`src/rtl/axis_if.sv`:
```
// AXI4-Stream bundle shared by the sink and source sides of the stream buffer.
// A beat moves on a rising clk edge where tvalid and tready are both high. The source
// holds tvalid and every payload field stable until that edge, and tvalid never depends
// on tready. The sink may raise or lower tready freely.
interface axis_if #(
    parameter int DATA_WIDTH = 8,
    parameter int KEEP_WIDTH = 1,
    parameter int ID_WIDTH   = 8,
    parameter int DEST_WIDTH = 8,
    parameter int USER_WIDTH = 1
);
    logic [DATA_WIDTH-1:0] tdata;
    logic [KEEP_WIDTH-1:0] tkeep;
    logic                  tvalid;
    logic                  tready;
    logic                  tlast;
    logic [ID_WIDTH-1:0]   tid;
    logic [DEST_WIDTH-1:0] tdest;
    logic [USER_WIDTH-1:0] tuser;

    modport master (
        output tdata, tkeep, tvalid, tlast, tid, tdest, tuser,
        input  tready
    );

    modport slave (
        input  tdata, tkeep, tvalid, tlast, tid, tdest, tuser,
        output tready
    );
endinterface

```
`src/rtl/axis_register_fifo.sv`:
```
// DEPTH-entry flop-based AXI4-Stream buffer with registered s_axis tready, occupancy
// count, synchronous flush and optional store-and-forward release of whole frames.
module axis_register_fifo #(
    parameter int DATA_WIDTH  = 8,
    parameter int KEEP_ENABLE = (DATA_WIDTH > 8),
    parameter int KEEP_WIDTH  = (DATA_WIDTH / 8),
    parameter int LAST_ENABLE = 1,
    parameter int ID_ENABLE   = 0,
    parameter int ID_WIDTH    = 8,
    parameter int DEST_ENABLE = 0,
    parameter int DEST_WIDTH  = 8,
    parameter int USER_ENABLE = 1,
    parameter int USER_WIDTH  = 1,
    parameter int DEPTH       = 4,
    parameter int FRAME_MODE  = 0
) (
    input  logic                   clk,
    input  logic                   rst,
    input  logic                   flush,
    axis_if.slave                  s_axis,
    axis_if.master                 m_axis,
    output logic [$clog2(DEPTH):0] count
);
    localparam int PTR_W  = $clog2(DEPTH);
    localparam int CNT_W  = PTR_W + 1;
    // Frame gating needs tlast; without it the buffer always runs cut-through.
    localparam bit FRAMED = (FRAME_MODE != 0) && (LAST_ENABLE != 0);

    logic [DATA_WIDTH-1:0] mem_data [DEPTH];
    logic [KEEP_WIDTH-1:0] mem_keep [DEPTH];
    logic                  mem_last [DEPTH];
    logic [ID_WIDTH-1:0]   mem_id   [DEPTH];
    logic [DEST_WIDTH-1:0] mem_dest [DEPTH];
    logic [USER_WIDTH-1:0] mem_user [DEPTH];

    logic [PTR_W-1:0] wr_ptr;
    logic [PTR_W-1:0] rd_ptr;
    logic [PTR_W-1:0] out_idx;
    logic [CNT_W-1:0] count_next;
    logic [CNT_W-1:0] frame_cnt;
    logic [CNT_W-1:0] frame_cnt_next;
    logic             pass;
    logic             s_ready;
    logic             m_valid;
    logic             acc;
    logic             pop;
    logic             in_last;
    logic             head_last;

    assign acc       = s_axis.tvalid & s_ready;
    assign pop       = m_valid & m_axis.tready;
    assign in_last   = (LAST_ENABLE != 0) & s_axis.tlast;
    assign head_last = mem_last[rd_ptr];

    assign count_next     = count + CNT_W'(acc) - CNT_W'(pop);
    assign frame_cnt_next = frame_cnt + CNT_W'(acc & in_last) - CNT_W'(pop & head_last);

    // pass lets an oversize frame stream out once it fills the buffer, avoiding deadlock.
    assign m_valid = (count != '0) && (!FRAMED || (frame_cnt != '0) || pass);

    // While empty, show the most recently popped entry so the payload holds its last value.
    assign out_idx = (count != '0) ? rd_ptr : rd_ptr - PTR_W'(1);

    always_ff @(posedge clk) begin
        if (rst) begin
            wr_ptr    <= '0;
            rd_ptr    <= '0;
            count     <= '0;
            frame_cnt <= '0;
            pass      <= 1'b0;
            s_ready   <= 1'b0;
            for (int i = 0; i < DEPTH; i++) begin
                mem_data[i] <= '0;
                mem_keep[i] <= '0;
                mem_last[i] <= 1'b0;
                mem_id[i]   <= '0;
                mem_dest[i] <= '0;
                mem_user[i] <= '0;
            end
        end else if (flush) begin
            // Control clears exactly like reset; stored payload is left untouched.
            wr_ptr    <= '0;
            rd_ptr    <= '0;
            count     <= '0;
            frame_cnt <= '0;
            pass      <= 1'b0;
            s_ready   <= 1'b0;
        end else begin
            if (acc) begin
                mem_data[wr_ptr] <= s_axis.tdata;
                mem_keep[wr_ptr] <= s_axis.tkeep;
                mem_last[wr_ptr] <= s_axis.tlast;
                mem_id[wr_ptr]   <= s_axis.tid;
                mem_dest[wr_ptr] <= s_axis.tdest;
                mem_user[wr_ptr] <= s_axis.tuser;
                wr_ptr           <= wr_ptr + PTR_W'(1);
            end
            if (pop) begin
                rd_ptr <= rd_ptr + PTR_W'(1);
            end
            count   <= count_next;
            s_ready <= (count_next < CNT_W'(DEPTH));
            if (FRAMED) begin
                frame_cnt <= frame_cnt_next;
                if (pop && head_last) begin
                    pass <= 1'b0;
                end else if ((count == CNT_W'(DEPTH)) && (frame_cnt == '0)) begin
                    pass <= 1'b1;
                end
            end
        end
    end

    assign s_axis.tready = s_ready;

    assign m_axis.tvalid = m_valid;
    assign m_axis.tdata  = mem_data[out_idx];
    assign m_axis.tkeep  = (KEEP_ENABLE != 0) ? mem_keep[out_idx] : '1;
    assign m_axis.tlast  = (LAST_ENABLE != 0) ? mem_last[out_idx] : 1'b1;
    assign m_axis.tid    = (ID_ENABLE != 0)   ? mem_id[out_idx]   : '0;
    assign m_axis.tdest  = (DEST_ENABLE != 0) ? mem_dest[out_idx] : '0;
    assign m_axis.tuser  = (USER_ENABLE != 0) ? mem_user[out_idx] : '0;
endmodule

```
`src/flat_wrapper.sv`:
```
// flat-port wrapper written by rule: the top's interface ports become plain ports
module axis_register_fifo_flat 
#(
    parameter int DATA_WIDTH  = 8,
    parameter int KEEP_ENABLE = (DATA_WIDTH > 8),
    parameter int KEEP_WIDTH  = (DATA_WIDTH / 8),
    parameter int LAST_ENABLE = 1,
    parameter int ID_ENABLE   = 0,
    parameter int ID_WIDTH    = 8,
    parameter int DEST_ENABLE = 0,
    parameter int DEST_WIDTH  = 8,
    parameter int USER_ENABLE = 1,
    parameter int USER_WIDTH  = 1,
    parameter int DEPTH       = 4,
    parameter int FRAME_MODE  = 0
)
  (clk, rst, flush, count, s_axis_tdata, s_axis_tkeep, s_axis_tvalid, s_axis_tlast, s_axis_tid, s_axis_tdest, s_axis_tuser, s_axis_tready, m_axis_tdata, m_axis_tkeep, m_axis_tvalid, m_axis_tlast, m_axis_tid, m_axis_tdest, m_axis_tuser, m_axis_tready);
  axis_if #(.DATA_WIDTH(DATA_WIDTH), .KEEP_WIDTH(KEEP_WIDTH), .ID_WIDTH(ID_WIDTH), .DEST_WIDTH(DEST_WIDTH), .USER_WIDTH(USER_WIDTH)) s_axis_i ();
  axis_if #(.DATA_WIDTH(DATA_WIDTH), .KEEP_WIDTH(KEEP_WIDTH), .ID_WIDTH(ID_WIDTH), .DEST_WIDTH(DEST_WIDTH), .USER_WIDTH(USER_WIDTH)) m_axis_i ();
  input  logic clk;
  input  logic rst;
  input  logic flush;
  output logic [$clog2(DEPTH):0] count;
  input wire logic [$bits(s_axis_i.tdata)-1:0] s_axis_tdata;
  input wire logic [$bits(s_axis_i.tkeep)-1:0] s_axis_tkeep;
  input wire logic [$bits(s_axis_i.tvalid)-1:0] s_axis_tvalid;
  input wire logic [$bits(s_axis_i.tlast)-1:0] s_axis_tlast;
  input wire logic [$bits(s_axis_i.tid)-1:0] s_axis_tid;
  input wire logic [$bits(s_axis_i.tdest)-1:0] s_axis_tdest;
  input wire logic [$bits(s_axis_i.tuser)-1:0] s_axis_tuser;
  output wire logic [$bits(s_axis_i.tready)-1:0] s_axis_tready;
  output wire logic [$bits(m_axis_i.tdata)-1:0] m_axis_tdata;
  output wire logic [$bits(m_axis_i.tkeep)-1:0] m_axis_tkeep;
  output wire logic [$bits(m_axis_i.tvalid)-1:0] m_axis_tvalid;
  output wire logic [$bits(m_axis_i.tlast)-1:0] m_axis_tlast;
  output wire logic [$bits(m_axis_i.tid)-1:0] m_axis_tid;
  output wire logic [$bits(m_axis_i.tdest)-1:0] m_axis_tdest;
  output wire logic [$bits(m_axis_i.tuser)-1:0] m_axis_tuser;
  input wire logic [$bits(m_axis_i.tready)-1:0] m_axis_tready;
  assign s_axis_i.tdata = s_axis_tdata;
  assign s_axis_i.tkeep = s_axis_tkeep;
  assign s_axis_i.tvalid = s_axis_tvalid;
  assign s_axis_i.tlast = s_axis_tlast;
  assign s_axis_i.tid = s_axis_tid;
  assign s_axis_i.tdest = s_axis_tdest;
  assign s_axis_i.tuser = s_axis_tuser;
  assign s_axis_tready = s_axis_i.tready;
  assign m_axis_tdata = m_axis_i.tdata;
  assign m_axis_tkeep = m_axis_i.tkeep;
  assign m_axis_tvalid = m_axis_i.tvalid;
  assign m_axis_tlast = m_axis_i.tlast;
  assign m_axis_tid = m_axis_i.tid;
  assign m_axis_tdest = m_axis_i.tdest;
  assign m_axis_tuser = m_axis_i.tuser;
  assign m_axis_i.tready = m_axis_tready;
  axis_register_fifo #(.DATA_WIDTH(DATA_WIDTH), .KEEP_ENABLE(KEEP_ENABLE), .KEEP_WIDTH(KEEP_WIDTH), .LAST_ENABLE(LAST_ENABLE), .ID_ENABLE(ID_ENABLE), .ID_WIDTH(ID_WIDTH), .DEST_ENABLE(DEST_ENABLE), .DEST_WIDTH(DEST_WIDTH), .USER_ENABLE(USER_ENABLE), .USER_WIDTH(USER_WIDTH), .DEPTH(DEPTH), .FRAME_MODE(FRAME_MODE)) u_core (.clk(clk), .rst(rst), .flush(flush), .s_axis(s_axis_i), .m_axis(m_axis_i), .count(count));
endmodule
```
`config.mk`:
```
export PLATFORM = sky130hd
export DESIGN_NAME = axis_register_fifo_flat
export DESIGN_NICKNAME = d
export VERILOG_FILES = /design/src/rtl/axis_if.sv /design/src/rtl/axis_register_fifo.sv /design/src/flat_wrapper.sv
export SDC_FILE = /design/constraint.sdc
export NUM_CORES = 1
export LEC_CHECK = 0
export ABC_AREA = 1
export BUFFER_PORTS_ARGS = -buffer_cell sky130_fd_sc_hd__buf_2
export CAP_MARGIN = 5
export CORE_AREA = 2 2 89 91
export CTS_BUF_LIST = sky130_fd_sc_hd__clkbuf_2
export CTS_CLUSTER_SIZE = 30
export DETAILED_ROUTE_END_ITERATION = 10
export DIE_AREA = 0 0 91 93
export GPL_TIMING_DRIVEN = 0
export SYNTH_ARGS = -nofsm -noshare
export SYNTH_HDL_FRONTEND = slang
export SYNTH_SLANG_ARGS = --single-unit
```
`constraint.sdc`:
```
create_clock -name clk -period 2.4 [get_ports clk]
set_clock_uncertainty 0.15 [all_clocks]
set_input_delay 0.48 -clock clk [delete_from_list [all_inputs] [get_ports clk]]
set_output_delay 0.48 -clock clk [all_outputs]
set_load 0.02 [all_outputs]
```
# After elaboration in Yosys (flattened, before gate mapping)
# Memory sizes are Yosys's and may differ from the RTL's.
# Cells that the tools add are included.
dict set report totals {
  out_inout_bits 32
  word_cells 36
  mem_bits_rw 40
  mem_count 3
  register_bits 8
}
# name words word_bits read_ports rd_clocked_by_memory_dff write_ports line_no
set mem_list {}
lappend mem_list {u_core.mem_data 4 8 1 0 4 axis_register_fifo.sv:29} ;# logic [DATA_WIDTH-1:0] mem_data [DEPTH];
lappend mem_list {u_core.mem_last 4 1 1 0 4 axis_register_fifo.sv:31} ;# logic mem_last [DEPTH];
lappend mem_list {u_core.mem_user 4 1 1 0 4 axis_register_fifo.sv:34} ;# logic [USER_WIDTH-1:0] mem_user [DEPTH];
dict set report op_classes {
  n_bitwise 2
  order_cmp 1
  n_reduce_logical 5
  muxes 16
  addsub 5
}
# cell n
set op_table {}
lappend op_table {{2-to-1 mux 1 bit} 11}
lappend op_table {{2-to-1 mux 2 bit} 4}
lappend op_table {{2-to-1 mux 8 bit} 1}
lappend op_table {{OR reduction 8 bit} 1}
lappend op_table {{adder 2 x 1 -> 2 bit, second input constant} 2}
lappend op_table {{adder 3 x 1 -> 3 bit} 1}
lappend op_table {{less-than comparator 3 bit, second input constant} 1}
lappend op_table {{nonzero test 3 bit} 1}
lappend op_table {{subtractor 3 x 1 -> 3 bit} 1}
lappend op_table {{AND 1 bit} 2}
lappend op_table {{OR reduction 1 bit} 2}
lappend op_table {{OR reduction 2 bit} 1}
lappend op_table {{subtractor 2 x 1 -> 2 bit, second input constant} 1}

# Longest topological paths before layout
# Gate-level depths: netlist of the first run.
dict set report depth {
  ltp_word 7
  ltp_mapped 10
}

# Worst setup path after synthesis of the first run
# Ideal clock, no wire load.
dict set report synth_path {
  path_kind {reg-to-reg}
  startpoint {reg u_core.count[1]}
  endpoint {reg u_core.count[2]}
  arrival_ns 2.003
  n_path_buf 0
  t_required_ns 2.135
  path_stages_with_launch 11
  synth_period_minus_slack_ns 2.267
  slack_ns 0.133
  setup_ns 0.115
  cell_sequence {dfxtp_1 nor2_4 nand2_4 nand2_1 inv_1 ha_1 inv_1 ha_1 fa_1 xor2_1 and2_1}
}
dict set report synth_between {
  elab_chain_cells 3
  word_cells_on_any_way 4
}
# element line_no
set synth_lines {}
lappend synth_lines {{start, declared} axis_register_fifo.sv:22} ;# output logic [$clog2(DEPTH):0] count
lappend synth_lines {{start signal, assigned} axis_register_fifo.sv:101} ;# count <= count_next;
lappend synth_lines {{nonzero test 3 bit} axis_register_fifo.sv:59} ;# assign m_valid = (count != '0) && (!FRAMED || (frame_cnt != '0) || pass);
lappend synth_lines {{net m_axis_tvalid} flat_wrapper.sv:34} ;# output wire logic [$bits(m_axis_i.tvalid)-1:0] m_axis_tvalid;
lappend synth_lines {{AND 1 bit} axis_register_fifo.sv:51} ;# assign pop = m_valid & m_axis.tready;
lappend synth_lines {{net u_core.pop} axis_register_fifo.sv:46} ;# logic pop;
lappend synth_lines {{subtractor 3 x 1 -> 3 bit} axis_register_fifo.sv:55} ;# assign count_next = count + CNT_W'(acc) - CNT_W'(pop);
# The timed path passes the listed nets, and every way through them passes these cells.
# A chain may end at the register's enable or synchronous reset.

# Final worst setup path of the first run
dict set report layout_path {
  startpoint {reg u_core.count[1]}
  endpoint {out m_axis_tlast}
}
dict set report layout_between {
  elab_chain_cells 3
}
# element line_no
set layout_lines {}
lappend layout_lines {{nonzero test 3 bit} axis_register_fifo.sv:62} ;# assign out_idx = (count != '0) ? rd_ptr : rd_ptr - PTR_W'(1);
lappend layout_lines {{2-to-1 mux 2 bit} axis_register_fifo.sv:62}
lappend layout_lines {{memory read (4 x 1 bit)} n/a}
lappend layout_lines {{end, declared} flat_wrapper.sv:35} ;# output wire logic [$bits(m_axis_i.tlast)-1:0] m_axis_tlast;
# No other way between the ends.

==> summary.txt, run 1 <==
Clock network
  • CTS tree: done
  • H-tree depth: 2
  • Maximum clock path buffer count: 2
  • Clock Latency Late Sink: 0.43 ns
  • Clock sink total: between 40 and 50
  • Clk pin slew, worst setup/hold paths: roughly 0.24 ns
  • # hold bufs at CTS: 0
  • Root buffer cell: clkbuf_2
  • Num CTS Buffers: 5

Logic synthesis
  • Syn Inst Count: around 300
  • Syn avg cell area: 8.50 µm²
  • Synthesis warning total: 0
  • Share of the yosys chip area belonging to registers: roughly 54%
  • Library cells used by synthesis: 22
  • Synthesized cell area: ~0.0025 mm²
  • #FFs+latches synth: 48

Worst setup path
  • CP top delay family: simple AND/OR/NAND/NOR gates
  • R2r startpoint: u_core.count[1]
  • Crit path DAT: 1.79 ns
  • Critical Path RT: between 1.5 and 2 ns
  • Critical path's slowest cell: dfxtp_2
  • R2r setup slk: ~0.06 ns
  • Worst Setup End Kind: primary output
  • CP Class: flop to primary output
  • Worst r2r dst: u_core.count[2]
  • CP bufs+invs: 2
  • CP cell instances: nor2_4 > nand2_4 > o21ai_4 > buf_12 > nand3_1 > nand2_1 > buf_2
  • R2R depth: 11
  • Crit-path max cell delay: roughly 0.39 ns
  • Worst-path fanout max: 10
  • CP Launch Type: flop

Timing
  • RSZ-0062 raised after global routing: yes
  • Final Max Slew Viols: 0
  • Setup TNS: -0.0180 ns
  • Final Cycle Share: 101%
  • Worst-Margin Slew: 1.18 ns
  • Max Clk Rate: 414 MHz
  • Slew margin rel.: 21.1%
  • Fin worst setup slack: -0.0180 ns
  • Hold slack: 0.145 ns
  • Final setup vio count: 1
  • Final hold viol count: 0
  • Fin crit period: between 2 and 2.5 ns

Drt
  • Drt initial violations: ~160
  • DRC Markers: 0
  • Drt total wl: 5.69 mm
  • Avg WL per Cell: approximately 12 µm
  • Vias: 1960
  • Vias/cell: ~4.3
  • Initial DRT Pass Iterations: 4
  • Post-route ant nets: 0

Global routing
  • Vias in the first global route: 1870
  • Pin count of the biggest net entering global routing: 15
  • First-pass GRT wire length: around 9 mm
  • Initial antenna violation count: 0
  • GRT Overall Usage: between 10% and 20%
  • Grt ovf: 0

Layout
  • Most common cell after layout, fill and taps aside: inv_1
  • Antenna diode count: 0
  • Final Cell Area: between 0.003 and 0.004 mm²
  • Most frequent cells in the layout: inv_1, nand3_1, nor2_1
  • Layout Utilization: around two fifths
  • Share of layout cells above drive strength 1: approximately 25%
  • Layout area overhead: 21.3%
  • Nets: 391

Min path
  • WHS Path Cells: 3
  • Beginning of the worst hold path: m_axis_tready
  • WHS Endpoint: u_core.rd_ptr[0]
  • HP Class: primary input to flop

Pwr
  • Power Density: 600 mW/mm²
  • P_leak: approximately 1.5 nW
  • VDD IR max: between 0.15 and 0.2 mV

Floorplan
  • Die width: around 91 µm
  • Initial Util: between 30% and 40%
  • Core area: 0.00753 mm²
  • Cell row count: 32
  • Die height: roughly 93 µm
  • DIE AREA: around 0.0085 mm²
  • Io pins: 64

Placement
  • Port Buffers: 29
  • Placed instance area: 0.00287 mm²
  • Final Wtd Congestion: roughly 0.75
  • Pre-CTS WS: around 0.013 ns
  • Post-DP HPWL: 3.94 mm

Run
  • Max cap viols: 0

Run status
  • Failing checks: setup timing
  • Status: complete, but fails checks
routing by layer:
| metal | wire length, µm | vias to the layer above | global-route usage (%) |
|---|---|---|---|
| met5 | 0 | - | 0 |
| met4 | 117 | 0 | 5.30 |
| met3 | 372 | 8 | 2.82 |
| met2 | 3040 | 59 | 26.6 |
| met1 | 2160 | 883 | 15.6 |
| li1 | - | 1010 | - |
synthesized netlist by cell type, drive strengths merged:
library cell / count / area share (%)
nor2: 51 / 8.5
xor2: 1 / 0.34
o21ai: 4 / 1.2
conb: 2 / 0.30
edfxtp: 40 / 47
buf: 24 / 6.4
nand3: 54 / 11
a21oi: 2 / 0.39
inv: 63 / 9.3
ha: 2 / 0.98
fa: 1 / 0.79
dfxtp: 8 / 6.3
nand2: 45 / 7.1
clkbuf: 1 / 0.15
and2: 1 / 0.25
worst max-delay path by stage:
stage                    start                    end  slack (ns)  cells after the start
6_report       u_core.count[1]           m_axis_tlast       -0.02                      7
5_1_grt        u_core.count[1]        m_axis_tdata[2]       -0.18                      8
4_1_cts        u_core.count[1]           m_axis_tlast       -0.04                      7
3_5_place_dp     s_axis_tvalid  u_core.mem_data[3][6]        0.01                      7
3_3_place_gp     s_axis_tvalid  u_core.mem_data[3][7]        0.08                      7
2_1_floorplan  u_core.count[1]        u_core.count[2]        0.13                     10
worst min-delay path, delay by kind of cell:
family	cells	cell delay, ns
buffers and inverters	1	0.11
and+or+nand+nor	1	0.08
AOI/OAI and AO/OA	1	0.06
timing repair:
| action | CTS | global route |
|---|---|---|
| setup endpoints to repair | 10 | 12 |
| setup buffers | 4 | 0 |
| pin swaps | 1 | 1 |
| resized for setup | 23 | 6 |
| gates cloned | 2 | 0 |
metrics by stage:
stage          std cells  power, mW
2_1_floorplan        314       1.27
3_3_place_gp         445       1.39
3_5_place_dp         445       1.40
4_1_cts              459       1.86
5_1_grt              459       1.95
6_report             459       1.85
sequential cells by signal, summed over array words and instances, names as in the netlist:
name / cells
u_core.mem_data: 32
u_core.mem_last: 4
u_core.mem_user: 4
u_core.count: 3
u_core.rd_ptr: 2
u_core.wr_ptr: 2
u_core.s_axis.tready: 1
area by class of cell:
cell class | count | area [µm²]
repair buffers | 35 | 210
plain buffers | 25 | 184
flip-flops and latches | 48 | 1370
clock buffers | 6 | 30.0
fillers | 810 | 4440
well taps | 102 | 128
clock inverters | 2 | 35.0
inverters | 63 | 236
multi-input cells | 178 | 892
power breakdown:
group / leakage, nW / total [mW] / internal [mW] / switching (mW)
clock: 0.0430 / 0.434 / 0.179 / 0.255
sequential: 0.479 / 0.941 / 0.930 / 0.0115
combinational: 1.01 / 0.475 / 0.165 / 0.310
total: 1.53 / 1.85 / 1.27 / 0.576
cells by family (layout without fill, tap and decap cells):
| group | after synthesis | after routing | share of synthesized area [%] |
|---|---|---|---|
| other | 2 | 17 | 0.296 |
| xor gates and xnor gates | 1 | 1 | 0.345 |
| buffers and inverters | 88 | 131 | 15.9 |
| AOI/OAI and AO/OA | 6 | 6 | 1.62 |
| adders and majority gates | 3 | 3 | 1.77 |
| and+or+nand+nor | 151 | 151 | 26.5 |
| DFF | 48 | 48 | 53.6 |
(Power assumes the default switching activity.)
==> run 2, diff against run 1 <==
Settings changed: REMOVE_ABC_BUFFERS set to 1.
==> summary.txt, run 2 (same netlist as run 1, synthesis figures left out) <==
Worst setup path
  • Worst Setup End Kind: primary output
  • CP Class: flop to primary output
  • CP endpoint: m_axis_tdata[1]
  • Critical path's slowest cell: dfxtp_4
  • Crit path from: u_core.count[2]
  • Crit path DAT: 1.79 ns
  • Worst r2r dst: u_core.count[2]
  • CP cell instances: nor2_4 > buf_12 > nand2_8 > nand2_8 > buf_12 > nand3_1 > nand3_1 > nand2_2 > buf_6
  • CP Launch Type: flop
  • Worst-path fanout max: 8
  • R2R depth: 11
  • R2r startpoint: u_core.count[2]
  • Crit-path max cell delay: ~0.40 ns
  • R2r setup slk: 0.05 ns
  • Critical Path RT: around 1.8 ns

Drt
  • Avg WL per Cell: between 10 and 15 µm
  • Vias: about 2000
  • Initial DRT Pass Iterations: 4
  • DRC Markers: 0
  • Drt initial violations: 74
  • Vias/cell: around 4.5
  • Drt total wl: between 5 and 6 mm
  • Post-route ant nets: 0

Pwr
  • Clock Power Share: approximately 23%
  • Internal power: 1.32 mW
  • Net switching power: between 0.6 and 0.7 mW
  • Switch share: around a third
  • VDD IR max: ~0.28 mV
  • Final Power: about 1.9 mW
  • Sequential Power Share: between 40% and 50%
  • P_leak: between 1.5 and 2 nW
  • Power Density: 614 mW/mm²
  • Combinational share of power: about 29%

Layout
  • Most common cell after layout, fill and taps aside: inv_1
  • Most frequent cells in the layout: inv_1, nor2_1, nand3_1
  • Share of layout cells above drive strength 1: 24.5%
  • Filler cell count: approximately 760
  • FF+latch area: approximately 0.0014 mm²
  • Layout area overhead: 24.5%
  • Multi-input logic area: 0.00102 mm²
  • Layout Utilization: between 40% and 50%
  • Antenna diode count: 0
  • Top reg by flops: u_core.mem_data
  • Nets: around 370
  • Number of flip-flops in the largest register: 32
  • Biggest regs: u_core.mem_data (32), u_core.mem_last (4), u_core.mem_user (4)
  • Final Cell Area: roughly 0.0032 mm²

Timing
  • Final Cycle Share: 101%
  • Setup TNS: -0.0666 ns
  • Final setup vio count: 9
  • RSZ-0062 raised after global routing: yes
  • Hold slack: ~0.17 ns
  • Final hold viol count: 0
  • Fin crit period: 2.42 ns
  • Final Max Slew Viols: 0
  • Worst-Margin Slew: roughly 0.95 ns
  • Fin worst setup slack: -0.0214 ns
  • Slew margin rel.: approximately 36%
  • Max Clk Rate: roughly 410 MHz

Floorplan
  • Initial Util: ~34%
  • Io pins: 64
  • DIE AREA: 0.00846 mm²
  • Die width: a little over 90 µm
  • Cell row count: 32
  • Die height: about 93 µm
  • Core area: ~0.0075 mm²

Global routing
  • GRT Overall Usage: 14.1%
  • Initial antenna violation count: 0
  • First-pass GRT wire length: a little over 9 mm
  • Pin count of the biggest net entering global routing: 16
  • Grt ovf: 0
  • Vias in the first global route: ~1900

Clock network
  • Clock sink total: 48
  • Clk pin slew, worst setup/hold paths: between 0.2 and 0.25 ns
  • Maximum clock path buffer count: 2
  • CTS tree: done
  • Root buffer cell: clkbuf_2
  • H-tree depth: 2
  • Clock Latency Late Sink: ~0.42 ns
  • Num CTS Buffers: 5

Placement
  • Final Wtd Congestion: approximately 0.72
  • Placed instance area: about 0.0027 mm²
  • Post-DP HPWL: ~3.4 mm
  • Port Buffers: 29

Run
  • Max cap viols: 0

Run status
  • Failing checks: setup timing
  • Status: complete, but fails checks

Min path
  • HP Class: primary input to flop
run 2: area by class of cell:
class / count / area share (%)
clock buffer: 5 / 0.791
timing repair buffer: 39 / 10.7
clock inverter: 3 / 1.34
tap: 102 / 4.03
multi-input combinational: 181 / 32.2
inverter: 63 / 7.63
sequential: 48 / 43.3
run 2: how the worst min path moves through the flow:
stage | from | endpoint | slack (ns) | cells past startpoint
finish | m_axis_tready | u_core.rd_ptr[0] | 0.17 | 3
global route | m_axis_tready | u_core.rd_ptr[0] | 0.15 | 3
CTS | flush | u_core.rd_ptr[0] | 0.17 | 4
detailed placement | u_core.rd_ptr[1] | u_core.rd_ptr[1] | 0.36 | 2
global placement | u_core.rd_ptr[1] | u_core.rd_ptr[1] | 0.34 | 2
floorplan | u_core.rd_ptr[1] | u_core.rd_ptr[1] | 0.33 | 2
run 2: repair_timing:
action | 4_1_cts | 5_1_grt
gates cloned | 3 | 0
pin swaps | 10 | 2
setup endpoints to repair | 10 | 43
hold buffers | 0 | 0
resized for setup | 47 | 10
buffers inserted | 10 | 0
run 2: power groups by stage:
stage          clock [mW]  sequential [mW]  combinational [mW]
6_report            0.439            0.941               0.562
5_1_grt             0.467            0.944               0.609
4_1_cts             0.447            0.941               0.549
3_5_place_dp            0            0.960               0.408
3_3_place_gp            0            0.960               0.402
2_1_floorplan           0            0.963               0.278
run 2: layer usage:
| layer | vias up | wire length (µm) | GRT usage, % |
|---|---|---|---|
| li1 | 984 | - | - |
| met1 | 925 | 2390 | 16.1 |
| met2 | 56 | 3020 | 24.8 |
| met3 | 14 | 259 | 3.14 |
| met4 | 0 | 151 | 6.82 |
| met5 | - | 0 | 0 |
run 2: critical path: cells and delay by family (launching register included):
kind / cells / cell delay, ns
AND/OR/NAND/NOR: 6 / 0.57
flip-flops: 1 / 0.40
buffers and inverters: 3 / 0.38
run 2: through the flow:
stage | cells | setup WS [ns]
detailed placement | 420 | -0.423
floorplan | 289 | 0.133
finish | 441 | -0.0214
CTS | 441 | -0.0461
global placement | 420 | -0.349
global route | 441 | -0.135
==> run 3, diff against run 2 <==
Settings changed: ABC_AREA 1 to unset, CORE_AREA 2 2 89 91 to 2 2 91 93, DIE_AREA 0 0 91 93 to 0 0 93 95.
==> summary.txt, run 3 <==
Run status
  • Status: complete, but fails checks
  • Failing checks: setup timing

Layout
  • Layout area overhead: 20.9%
  • Nets: around 330
  • Most frequent cells in the layout: edfxtp_1, and2_1, buf_4
  • Most common cell after layout, fill and taps aside: edfxtp_1
  • Share of layout cells above drive strength 1: between 30% and 40%
  • Final Cell Area: 0.00323 mm²
  • Top reg by flops: u_core.mem_data
  • Number of flip-flops in the largest register: 32
  • Antenna diode count: 0
  • Biggest regs: u_core.mem_data (32), u_core.mem_last (4), u_core.mem_user (4)

Clock network
  • Clock Latency Late Sink: 0.44 ns
  • Maximum clock path buffer count: 2
  • CTS tree: done
  • Clk pin slew, worst setup/hold paths: ~0.24 ns
  • H-tree depth: 2
  • Root buffer cell: clkbuf_2
  • Num CTS Buffers: 5
  • Clock sink total: 48

Pwr
  • Sequential Power Share: roughly 56%
  • VDD IR max: 0.169 mV
  • Clock Power Share: a little under a fifth
  • Power Density: ~530 mW/mm²
  • Final Power: roughly 1.7 mW
  • P_leak: roughly 1.3 nW
  • Combinational share of power: approximately a quarter
  • Internal power: roughly 1.2 mW
  • Net switching power: approximately 0.52 mW
  • Switch share: between 30 and 40%

Drt
  • Vias: around 1900
  • DRC Markers: 0
  • Initial DRT Pass Iterations: 4
  • Drt initial violations: roughly 110
  • Vias/cell: 4.87
  • Avg WL per Cell: 15.8 µm
  • Drt total wl: 6.31 mm
  • Post-route ant nets: 0

Timing
  • Hold slack: 0.187 ns
  • Worst-Margin Slew: just under 0.6 ns
  • Max Clk Rate: 380 MHz
  • Final setup vio count: 12
  • Fin worst setup slack: -0.235 ns
  • Slew margin rel.: approximately three fifths
  • RSZ-0062 raised after global routing: yes
  • Final hold viol count: 0
  • Final Cycle Share: 110%
  • Fin crit period: between 2 and 3 ns
  • Final Max Slew Viols: 0

Floorplan
  • DIE AREA: 0.00884 mm²
  • Core area: 0.00793 mm²
  • Io pins: 64
  • Initial Util: roughly 34%
  • Cell row count: 33
  • Die height: approximately 95 µm
  • Die width: 93 µm

Placement
  • Port Buffers: 29
  • Final Wtd Congestion: 0.690
  • Post-DP HPWL: 3.59 mm
  • Placed instance area: approximately 0.0028 mm²

Worst setup path
  • CP Class: flop to primary output
  • R2R depth: 10
  • Crit path DAT: approximately 2 ns
  • CP Launch Type: flop
  • Critical Path RT: between 1.5 and 2 ns
  • Worst-path fanout max: 5
  • Worst Setup End Kind: primary output

Global routing
  • Grt ovf: 0
  • Vias in the first global route: approximately 1800
  • GRT Overall Usage: 14.2%
  • First-pass GRT wire length: between 9 and 10 mm
  • Pin count of the biggest net entering global routing: between 40 and 50
  • Initial antenna violation count: 0

Logic synthesis
  • Synth Flop Type: edfxtp_1
  • Most frequent cell after synthesis: edfxtp_1
  • Post-synthesis cell type with the largest combined area: edfxtp_1
  • Share of the yosys chip area belonging to registers: 51.0%
  • Post-synth top area share: 45.0%
  • Asr flop ratio synth: 0%
  • Syn Inst Count: 254
  • Synthesized cell area: 0.00267 mm²
  • Syn avg cell area: roughly 11 µm²
  • Library cells used by synthesis: 33
  • Number of flops mapped to enable cells by yosys: 40
  • Synthesis warning total: 0
  • Top cells by area, synth: edfxtp_1, and2_1, dfxtp_1
  • #FFs+latches synth: 48
  • Synth cell count leaders: edfxtp_1, and2_1, and3_1

Run
  • Max cap viols: 0

Min path
  • WHS Path Cells: 2
  • HP Class: primary input to flop
## run 3: metal layers
layer  up-vias  global-route usage (%)  share of wire [%]
met5         -                       0                  0
met4         0                    5.64                1.6
met3        10                    3.11                6.9
met2        75                    25.7                 52
met1       922                    16.3                 40
li1        940                       -                  -
## run 3: path summary, 6_finish.rpt
check | from | endpoint | slack [ns]
worst max-delay path | u_core.count[1] | m_axis_tdata[7] | -0.23
worst min-delay path | s_axis_tdata[4] | u_core.mem_data[2][4] | 0.19
worst max register to register | u_core.count[1] | u_core.s_axis.tready | -0.08
worst min register to register | u_core.count[1] | u_core.count[2] | 0.53
## run 3: logic make-up (layout without fill, tap and decap cells)
kind of cell	count (synthesis)	after routing	share of synthesized area [%]
and+or+nand+nor	94	94	21.4
other	2	17	0.281
muxes	10	10	3.75
AOI/OAI and AO/OA	51	51	10.7
adders and majority gates	3	3	1.69
DFF	48	48	51.0
xor gates and xnor gates	6	6	1.97
buffers and inverters	40	66	9.24
## run 3: final cells by class
type,count,area [µm²]
timing repair inverter,2,12.5
tap,105,131
multi-input combinational,181,1240
clock buffer,5,25.0
timing repair buffer,50,394
inverter,6,36.3
clock inverter,3,13.8
sequential,48,1380
fill,780,4700
## run 3: what timing repair did
| action | 4_1_cts | 5_1_grt |
|---|---|---|
| resized for setup | 32 | 20 |
| hold buffers | 0 | 0 |
| cloned | 2 | 1 |
| endpoints found under the setup margin | 75 | 30 |
| pin swaps | 8 | 14 |
| setup buffers | 11 | 9 |
## run 3: through the flow
stage	std cells	setup WS, ns	utilization [%]	TNS (ns)
after floorplan	235	-0.506	-	-1.41
after global placement	369	-1.22	35.0	-60.87
after detailed placement	369	-1.19	35.0	-60.84
after CTS	390	-0.216	38.5	-1.79
after global routing	400	-0.290	40.7	-3.01
final	400	-0.235	40.7	-2.18
## run 3: power by group through the flow
stage	clock, mW	sequential (mW)	combinational (mW)
2_1_floorplan	0	0.970	0.182
3_5_place_dp	0	0.970	0.281
4_1_cts	0.324	0.952	0.378
6_report	0.321	0.952	0.424
3_3_place_gp	0	0.967	0.279
5_1_grt	0.344	0.955	0.457
## run 3: critical path, cell delays in order (launching register included)
cell	delay (ns)
dfxtp_4	0.41
nor3_4	0.21
bufinv_8	0.23
nor2_4	0.14
buf_12	0.14
a211oi_2	0.06
o21ai_1	0.21
buf_4	0.18
